**config.mk**
```make
export PLATFORM = sky130hd
export DESIGN_NAME = spwm_run_sequencer
export DESIGN_NICKNAME = d
export VERILOG_FILES = /design/src/rtl/spwm_pkg.sv /design/src/rtl/spwm_ramp_step.sv /design/src/rtl/spwm_run_sequencer.sv
export SDC_FILE = /design/constraint.sdc
export NUM_CORES = 1
export LEC_CHECK = 0
export ABC_AREA = 1
export CORE_ASPECT_RATIO = 0.7
export CORE_MARGIN = 1
export CORE_UTILIZATION = 40
export CTS_CLUSTER_DIAMETER = 30
export DETAILED_ROUTE_END_ITERATION = 6
export DONT_BUFFER_PORTS = 1
export SYNTH_ARGS = -nofsm -noshare
export SYNTH_HDL_FRONTEND = slang
export SYNTH_SLANG_ARGS = --single-unit
```
**constraint.sdc**
```tcl
create_clock -name clk -period 5.3 [get_ports clk]
set_input_delay 0.53 -clock clk [delete_from_list [all_inputs] [get_ports clk]]
set_output_delay 0.53 -clock clk [all_outputs]
set_load 0.03 [all_outputs]
```
**src/rtl/spwm_pkg.sv**
```systemverilog
// Shared definitions for the SPWM drive: sequencer state encodings and default datapath widths.
`timescale 1ns/1ps

package spwm_pkg;

  localparam int DIV_W_DEF = 16;
  localparam int AMP_W_DEF = 10;

  typedef enum logic [2:0] {
    ST_IDLE   = 3'd0,
    ST_PRECHG = 3'd1,
    ST_RAMP   = 3'd2,
    ST_RUN    = 3'd3,
    ST_STOP   = 3'd4,
    ST_FAULT  = 3'd5
  } state_t;

endpackage

```
**src/rtl/spwm_ramp_step.sv**
```systemverilog
// Saturating single-step mover: on a step request the value moves by one toward its target and never
// passes it. at_target_o reflects the value that will be stored, so the caller can leave a ramp on the
// same edge that lands the final step.
`timescale 1ns/1ps

module spwm_ramp_step #(
  parameter int W = 16
) (
  input  logic [W-1:0] cur_i,
  input  logic [W-1:0] target_i,
  input  logic         step_i,
  output logic [W-1:0] next_o,
  output logic         at_target_o
);

  // Move one count toward the target only when a step is requested; otherwise hold the value
  always_comb begin
    next_o = cur_i;
    if (step_i) begin
      if (cur_i < target_i) begin
        next_o = cur_i + W'(1);
      end else if (cur_i > target_i) begin
        next_o = cur_i - W'(1);
      end
    end
  end

  assign at_target_o = (next_o == target_i);

endmodule

```
**src/rtl/spwm_run_sequencer.sv**
```systemverilog
// Start/stop/fault sequencer for the single-phase SPWM drive. Shadows the host configuration on start,
// precharges the bootstrap caps, soft-starts and soft-stops divider and amplitude, and drops the bridge
// on fault. Optional host watchdog is built in when SPWM_WDT_EN is defined.
`timescale 1ns/1ps

module spwm_run_sequencer
  import spwm_pkg::*;
#(
  parameter int DIV_W      = DIV_W_DEF,
  parameter int AMP_W      = AMP_W_DEF,
  parameter int PRECHG_CYC = 5000,
  parameter int WDT_CYC    = 1000000
) (
  input  logic             clk,
  input  logic             rst,
  input  logic             start,
  input  logic             stop,
  input  logic             fault_in,
  input  logic             fault_clr,
  input  logic             kick,
  input  logic [DIV_W-1:0] cfg_div_start,
  input  logic [DIV_W-1:0] cfg_div_target,
  input  logic [15:0]      cfg_ramp_tick,
  input  logic [AMP_W-1:0] cfg_amp_target,
  input  logic             cfg_mode,
  input  logic [4:0]       cfg_deadtime,
  output logic [DIV_W-1:0] freq_mod_div,
  output logic [AMP_W-1:0] amp,
  output logic             mode,
  output logic [4:0]       deadtime,
  output logic             dp_rst_n,
  output logic             precharge,
  output logic             gate_en,
  output logic [2:0]       state,
  output logic             fault_latched
);

  localparam int PC_W = (PRECHG_CYC > 1) ? $clog2(PRECHG_CYC) : 1;
  localparam logic [PC_W-1:0] PC_LAST = PC_W'(PRECHG_CYC - 1);

  state_t           state_q;
  logic [DIV_W-1:0] div_q;
  logic [AMP_W-1:0] amp_q;
  logic             mode_q;
  logic [4:0]       deadtime_q;
  logic             dpRstN_q;
  logic             precharge_q;
  logic             gateEn_q;
  logic             faultLatched_q;

  logic [DIV_W-1:0] divStart_q;
  logic [DIV_W-1:0] divTarget_q;
  logic [AMP_W-1:0] ampTarget_q;
  logic [15:0]      tick_q;

  logic [PC_W-1:0]  prechgCnt_q;
  logic [15:0]      tickCnt_q;

  logic [15:0]      tickEff;
  logic             tickHit;
  logic             stepEn;
  logic [DIV_W-1:0] divGoal;
  logic [AMP_W-1:0] ampGoal;
  logic [DIV_W-1:0] divNext_d;
  logic [AMP_W-1:0] ampNext_d;
  logic             divAt;
  logic             ampAt;
  logic             wdtExpired;

  assign tickEff = (tick_q == 16'd0) ? 16'd1 : tick_q;
  assign tickHit = (tickCnt_q == (tickEff - 16'd1));
  assign stepEn  = tickHit && ((state_q == ST_RAMP) || (state_q == ST_STOP));
  assign divGoal = (state_q == ST_STOP) ? divStart_q : divTarget_q;
  assign ampGoal = (state_q == ST_STOP) ? {AMP_W{1'b0}} : ampTarget_q;

  spwm_ramp_step #(.W(DIV_W)) u_div_step (
    .cur_i       (div_q),
    .target_i    (divGoal),
    .step_i      (stepEn),
    .next_o      (divNext_d),
    .at_target_o (divAt)
  );

  spwm_ramp_step #(.W(AMP_W)) u_amp_step (
    .cur_i       (amp_q),
    .target_i    (ampGoal),
    .step_i      (stepEn),
    .next_o      (ampNext_d),
    .at_target_o (ampAt)
  );

`ifdef SPWM_WDT_EN
  localparam int WDT_W = $clog2(WDT_CYC + 1);
  localparam logic [WDT_W-1:0] WDT_LIMIT = WDT_W'(WDT_CYC);
  logic [WDT_W-1:0] wdtCnt_q;

  // Count cycles since the last host kick, held clear during precharge so every ramp starts fresh
  always_ff @(posedge clk or posedge rst) begin
    if (rst) begin
      wdtCnt_q <= '0;
    end else if (kick || (state_q == ST_PRECHG)) begin
      wdtCnt_q <= '0;
    end else if (wdtCnt_q != WDT_LIMIT) begin
      wdtCnt_q <= wdtCnt_q + WDT_W'(1);
    end
  end

  assign wdtExpired = (wdtCnt_q == WDT_LIMIT);
`else
  localparam int unused_wdt_cyc = WDT_CYC;
  logic unused_kick;
  assign unused_kick = kick;
  assign wdtExpired  = 1'b0;
`endif

  // Sequencer: fault overrides everything, otherwise walk IDLE->PRECHG->RAMP->RUN->STOP with registered outputs
  always_ff @(posedge clk or posedge rst) begin
    if (rst) begin
      state_q        <= ST_IDLE;
      div_q          <= '0;
      amp_q          <= '0;
      mode_q         <= 1'b0;
      deadtime_q     <= '0;
      dpRstN_q       <= 1'b0;
      precharge_q    <= 1'b0;
      gateEn_q       <= 1'b0;
      faultLatched_q <= 1'b0;
      divStart_q     <= '0;
      divTarget_q    <= '0;
      ampTarget_q    <= '0;
      tick_q         <= '0;
      prechgCnt_q    <= '0;
      tickCnt_q      <= '0;
    end else if (fault_in) begin
      state_q        <= ST_FAULT;
      amp_q          <= '0;
      dpRstN_q       <= 1'b0;
      precharge_q    <= 1'b0;
      gateEn_q       <= 1'b0;
      faultLatched_q <= 1'b1;
      prechgCnt_q    <= '0;
      tickCnt_q      <= '0;
    end else begin
      unique case (state_q)
        ST_IDLE: begin
          if (start && !stop) begin
            divStart_q  <= cfg_div_start;
            divTarget_q <= cfg_div_target;
            ampTarget_q <= cfg_amp_target;
            tick_q      <= cfg_ramp_tick;
            mode_q      <= cfg_mode;
            deadtime_q  <= cfg_deadtime;
            div_q       <= cfg_div_start;
            amp_q       <= '0;
            precharge_q <= 1'b1;
            dpRstN_q    <= 1'b0;
            gateEn_q    <= 1'b0;
            prechgCnt_q <= '0;
            tickCnt_q   <= '0;
            state_q     <= ST_PRECHG;
          end
        end
        ST_PRECHG: begin
          if (stop) begin
            precharge_q <= 1'b0;
            tickCnt_q   <= '0;
            state_q     <= ST_IDLE;
          end else if (prechgCnt_q == PC_LAST) begin
            precharge_q <= 1'b0;
            dpRstN_q    <= 1'b1;
            gateEn_q    <= 1'b1;
            tickCnt_q   <= '0;
            state_q     <= ST_RAMP;
          end else begin
            prechgCnt_q <= prechgCnt_q + PC_W'(1);
          end
        end
        ST_RAMP: begin
          if (stop || wdtExpired) begin
            tickCnt_q <= '0;
            state_q   <= ST_STOP;
          end else begin
            div_q <= divNext_d;
            amp_q <= ampNext_d;
            if (divAt && ampAt) begin
              tickCnt_q <= '0;
              state_q   <= ST_RUN;
            end else begin
              tickCnt_q <= tickHit ? 16'd0 : (tickCnt_q + 16'd1);
            end
          end
        end
        ST_RUN: begin
          if (stop || wdtExpired) begin
            tickCnt_q <= '0;
            state_q   <= ST_STOP;
          end
        end
        ST_STOP: begin
          div_q <= divNext_d;
          amp_q <= ampNext_d;
          if (divAt && ampAt) begin
            gateEn_q  <= 1'b0;
            dpRstN_q  <= 1'b0;
            tickCnt_q <= '0;
            state_q   <= ST_IDLE;
          end else begin
            tickCnt_q <= tickHit ? 16'd0 : (tickCnt_q + 16'd1);
          end
        end
        ST_FAULT: begin
          if (fault_clr) begin
            faultLatched_q <= 1'b0;
            tickCnt_q      <= '0;
            state_q        <= ST_IDLE;
          end
        end
        default: begin
          state_q <= ST_IDLE;
        end
      endcase
    end
  end

  assign freq_mod_div  = div_q;
  assign amp           = amp_q;
  assign mode          = mode_q;
  assign deadtime      = deadtime_q;
  assign dp_rst_n      = dpRstN_q;
  assign precharge     = precharge_q;
  assign gate_en       = gateEn_q;
  assign state         = state_q;
  assign fault_latched = faultLatched_q;

endmodule

```
==> metrics <==
reg-to-reg setup timing slack approximately 0.49 ns; Reg clk slew, reported paths around 0.070 ns; row count 46; largest net degree at the start of global routing 93; CTS tree done; synth-to-layout area growth 10.2%; hold slack about 0.13 ns; Num CTS Buffers 17; die span in x 186 µm; Tmin final ~4.8 ns; register area between 3000 and 4000 µm²; Final period util 0.907; worst vdd ir 0.000433 V; Mapped Area roughly 9400 µm²; Clock Skew between 0.01 and 0.015 ns; global-route wire length before repair ~45000 µm; CTS sink count 125; Leak between 4 and 5 nW; Die H between 100 and 150 µm; setup violators final 0; startpoint types flop; WP data arrival slightly above 5 ns; Worst path slowest cell dfrtp_1; DP Area approximately 9800 µm²; post-route ant nets 0; CP Class reg -> reg; Seq/Total Area, Yosys 0.331; most used cell, CP nand2_1; total grt overflow 0; maximum operating frequency around 210 MHz; syn_area_per_cell ~7.3 µm²; relative max-transition margin 0.348; drc violations 0; setup_tns 0 ns; Die Footprint about 24000 µm²; Initial Util 0.412; Synth Register Bits ~130; Slew @ Worst Pin roughly 0.97 ns; max-cap violation count 0; Synthesized Nets 1396; CP max FO 18; DRT iter0 DRCs between 700 and 800; area of the multi-input gates roughly 5600 µm²; vias in the first global route approximately 8000; Hold Fails Final Rpt 0; number of library cell types mapped by synthesis 47; IO Pins 110; DR vias 8745; RSZ-0062 raised after global routing false; post-DR vias/cell 5.40; Critical Path RT roughly 5.6 ns; Reg2Reg Depth 29; Layout Nets between 1000 and 1500; CTS H-tree depth 4; GRT Overall Usage 0.243; hpwl dp about 22000 µm; clock root cell clkbuf_16; HP Class in -> async; Final Core Density 0.454; Max Slew Vio Count 0; Synth Warn # 0; cell count after synthesis 1292; wire per inst 17.5 µm; fraction of layout cells with a size suffix above 1 0.110; status finished, final reports clean; number of fill cells in the layout 2379; routability cong. between 0.9 and 1; clk_lat worst skew around 0.43 ns; crit-path max cell delay 0.52 ns; Power Dens Cells approximately 630 nW/µm²; Buffers on Ports 0; placeable core area ~23000 µm²; initial antenna violation count 2; CP endpoint kind flop; DR pass1 iterations 5; clock buffer depth 2; design area roughly 10000 µm²; Post-Route WL between 20000 and 30000 µm
synth_stat cells (all sizes together):
| cell | instances | area [µm²] |
|---|---|---|
| nor2 | 141 | 579 |
| a31oi | 2 | 12.5 |
| nor3 | 27 | 135 |
| and2 | 1 | 6.26 |
| xnor3 | 1 | 22.5 |
| nand4 | 36 | 231 |
| o31ai | 3 | 22.5 |
| buf | 15 | 105 |
| a211oi | 1 | 7.51 |
| clkbuf | 25 | 93.8 |
| xor2 | 51 | 454 |
| a22oi | 2 | 15.0 |
| o211ai | 4 | 30.0 |
| ha | 33 | 413 |
| mux2 | 51 | 574 |
| nand2 | 322 | 1220 |
| nor4 | 6 | 37.5 |
| or2 | 5 | 31.3 |
| nand3b | 14 | 105 |
| o21a | 4 | 30.0 |
| a21oi | 48 | 240 |
| o41ai | 3 | 26.3 |
| clkinv | 5 | 18.8 |
| xor3 | 1 | 23.8 |
| xnor2 | 7 | 61.3 |
| mux2i | 10 | 100 |
| inv | 138 | 518 |
| o22ai | 34 | 275 |
| dfrtp | 125 | 3130 |
| nor3b | 1 | 7.51 |
| o21ai | 75 | 375 |
| nand3 | 101 | 538 |
registers in the layout, indices dropped and copies added, names as in the netlist, 3 cells and up:
name	cells
divStart_q	16
divTarget_q	16
freq_mod_div	16
tickCnt_q	16
tick_q	16
prechgCnt_q	13
ampTarget_q	10
amp	10
deadtime	5
state	3
placed cells by master (no fill, tap or decap), types with 5 or more instances in the layout:
cell type	n
xor2_1	50
nand2_1	317
xnor2_1	7
nor2_4	5
ha_1	33
clkinv_1	5
buf_4	21
mux2i_1	10
nor2_2	6
nor2_1	130
a21oi_1	48
inv_1	135
o21ai_0	73
o22ai_2	10
nand4_1	35
clkbuf_16	17
nand3b_1	14
o22ai_1	24
or2_2	5
nor3_1	27
nand3_1	96
nor4_1	6
inv_6	5
dfrtp_1	125
mux2_2	51
area by class of cell:
type	count	share of cell area
inverter	143	0.0521
sequential	125	0.301
clock inverter	13	0.0149
antenna	1	0.000241
timing repair buffer	21	0.0152
clock buffer	19	0.0426
tap	312	0.0375
multi-input combinational	984	0.537
routing by layer:
| metal | track usage | vias to the layer above | share of wire |
|---|---|---|---|
| met1 | 0.374 | 4088 | 0.50 |
| met2 | 0.324 | 326 | 0.39 |
| met4 | 0.0598 | 2 | 0.012 |
| met3 | 0.0704 | 26 | 0.097 |
| li1 | - | 4303 | - |
| met5 | 0 | - | 0.00042 |
metrics by stage:
step / power (mW) / worst slack (ns) / instances
5_1_grt: 7.10 / 0.101 / 1617
6_report: 6.55 / 0.490 / 1618
3_3_place_gp: 5.23 / 0.451 / 1585
4_1_cts: 6.50 / 0.407 / 1617
3_5_place_dp: 5.28 / 0.438 / 1585
2_1_floorplan: 4.32 / 1.24 / 1292
cell families (layout without fill, tap and decap cells):
family,after synthesis,in the layout,share of synthesized area
AO/OA/AOI/OAI,176,176,0.110
other,0,1,0
flip-flops,125,125,0.331
XOR/XNOR,60,60,0.0595
buffers and inverters,183,196,0.0779
multiplexers,61,61,0.0714
adder cells (fa/ha/maj),33,33,0.0437
AND/OR/NAND/NOR,654,654,0.307
where the power goes:
group          switching (mW)  total (mW)  internal, mW
Clock                   0.486        1.20         0.717
Combinational            2.29        3.52          1.24
Sequential              0.554        1.83          1.27
Total                    3.33        6.55          3.23
final timing paths:
check / from / endpoint
worst max register to register: state[2] / tickCnt_q[15]
worst max-delay path: state[2] / tickCnt_q[15]
worst min register to register: divStart_q[13] / divStart_q[13]
min in group clk: cfg_ramp_tick[5] / tick_q[5]
worst min-delay path: rst / mode
max in group asynchronous: rst / divTarget_q[8]
repair_timing:
item                                    CTS  global route
endpoints found under the setup margin    0            19
gates resized for setup                   0             1
buffers inserted                          0             0
hold buffers                              0             0
worst max-delay path, delay by kind of cell, from the launching register on:
kind            cells  cell delay [ns]
compound gates      3             0.45
fa+ha+maj           1             0.32
buf+inv             5             0.93
flops               1             0.52
simple gates       20             2.43
No activity file was read; power rests on OpenSTA's default activity.
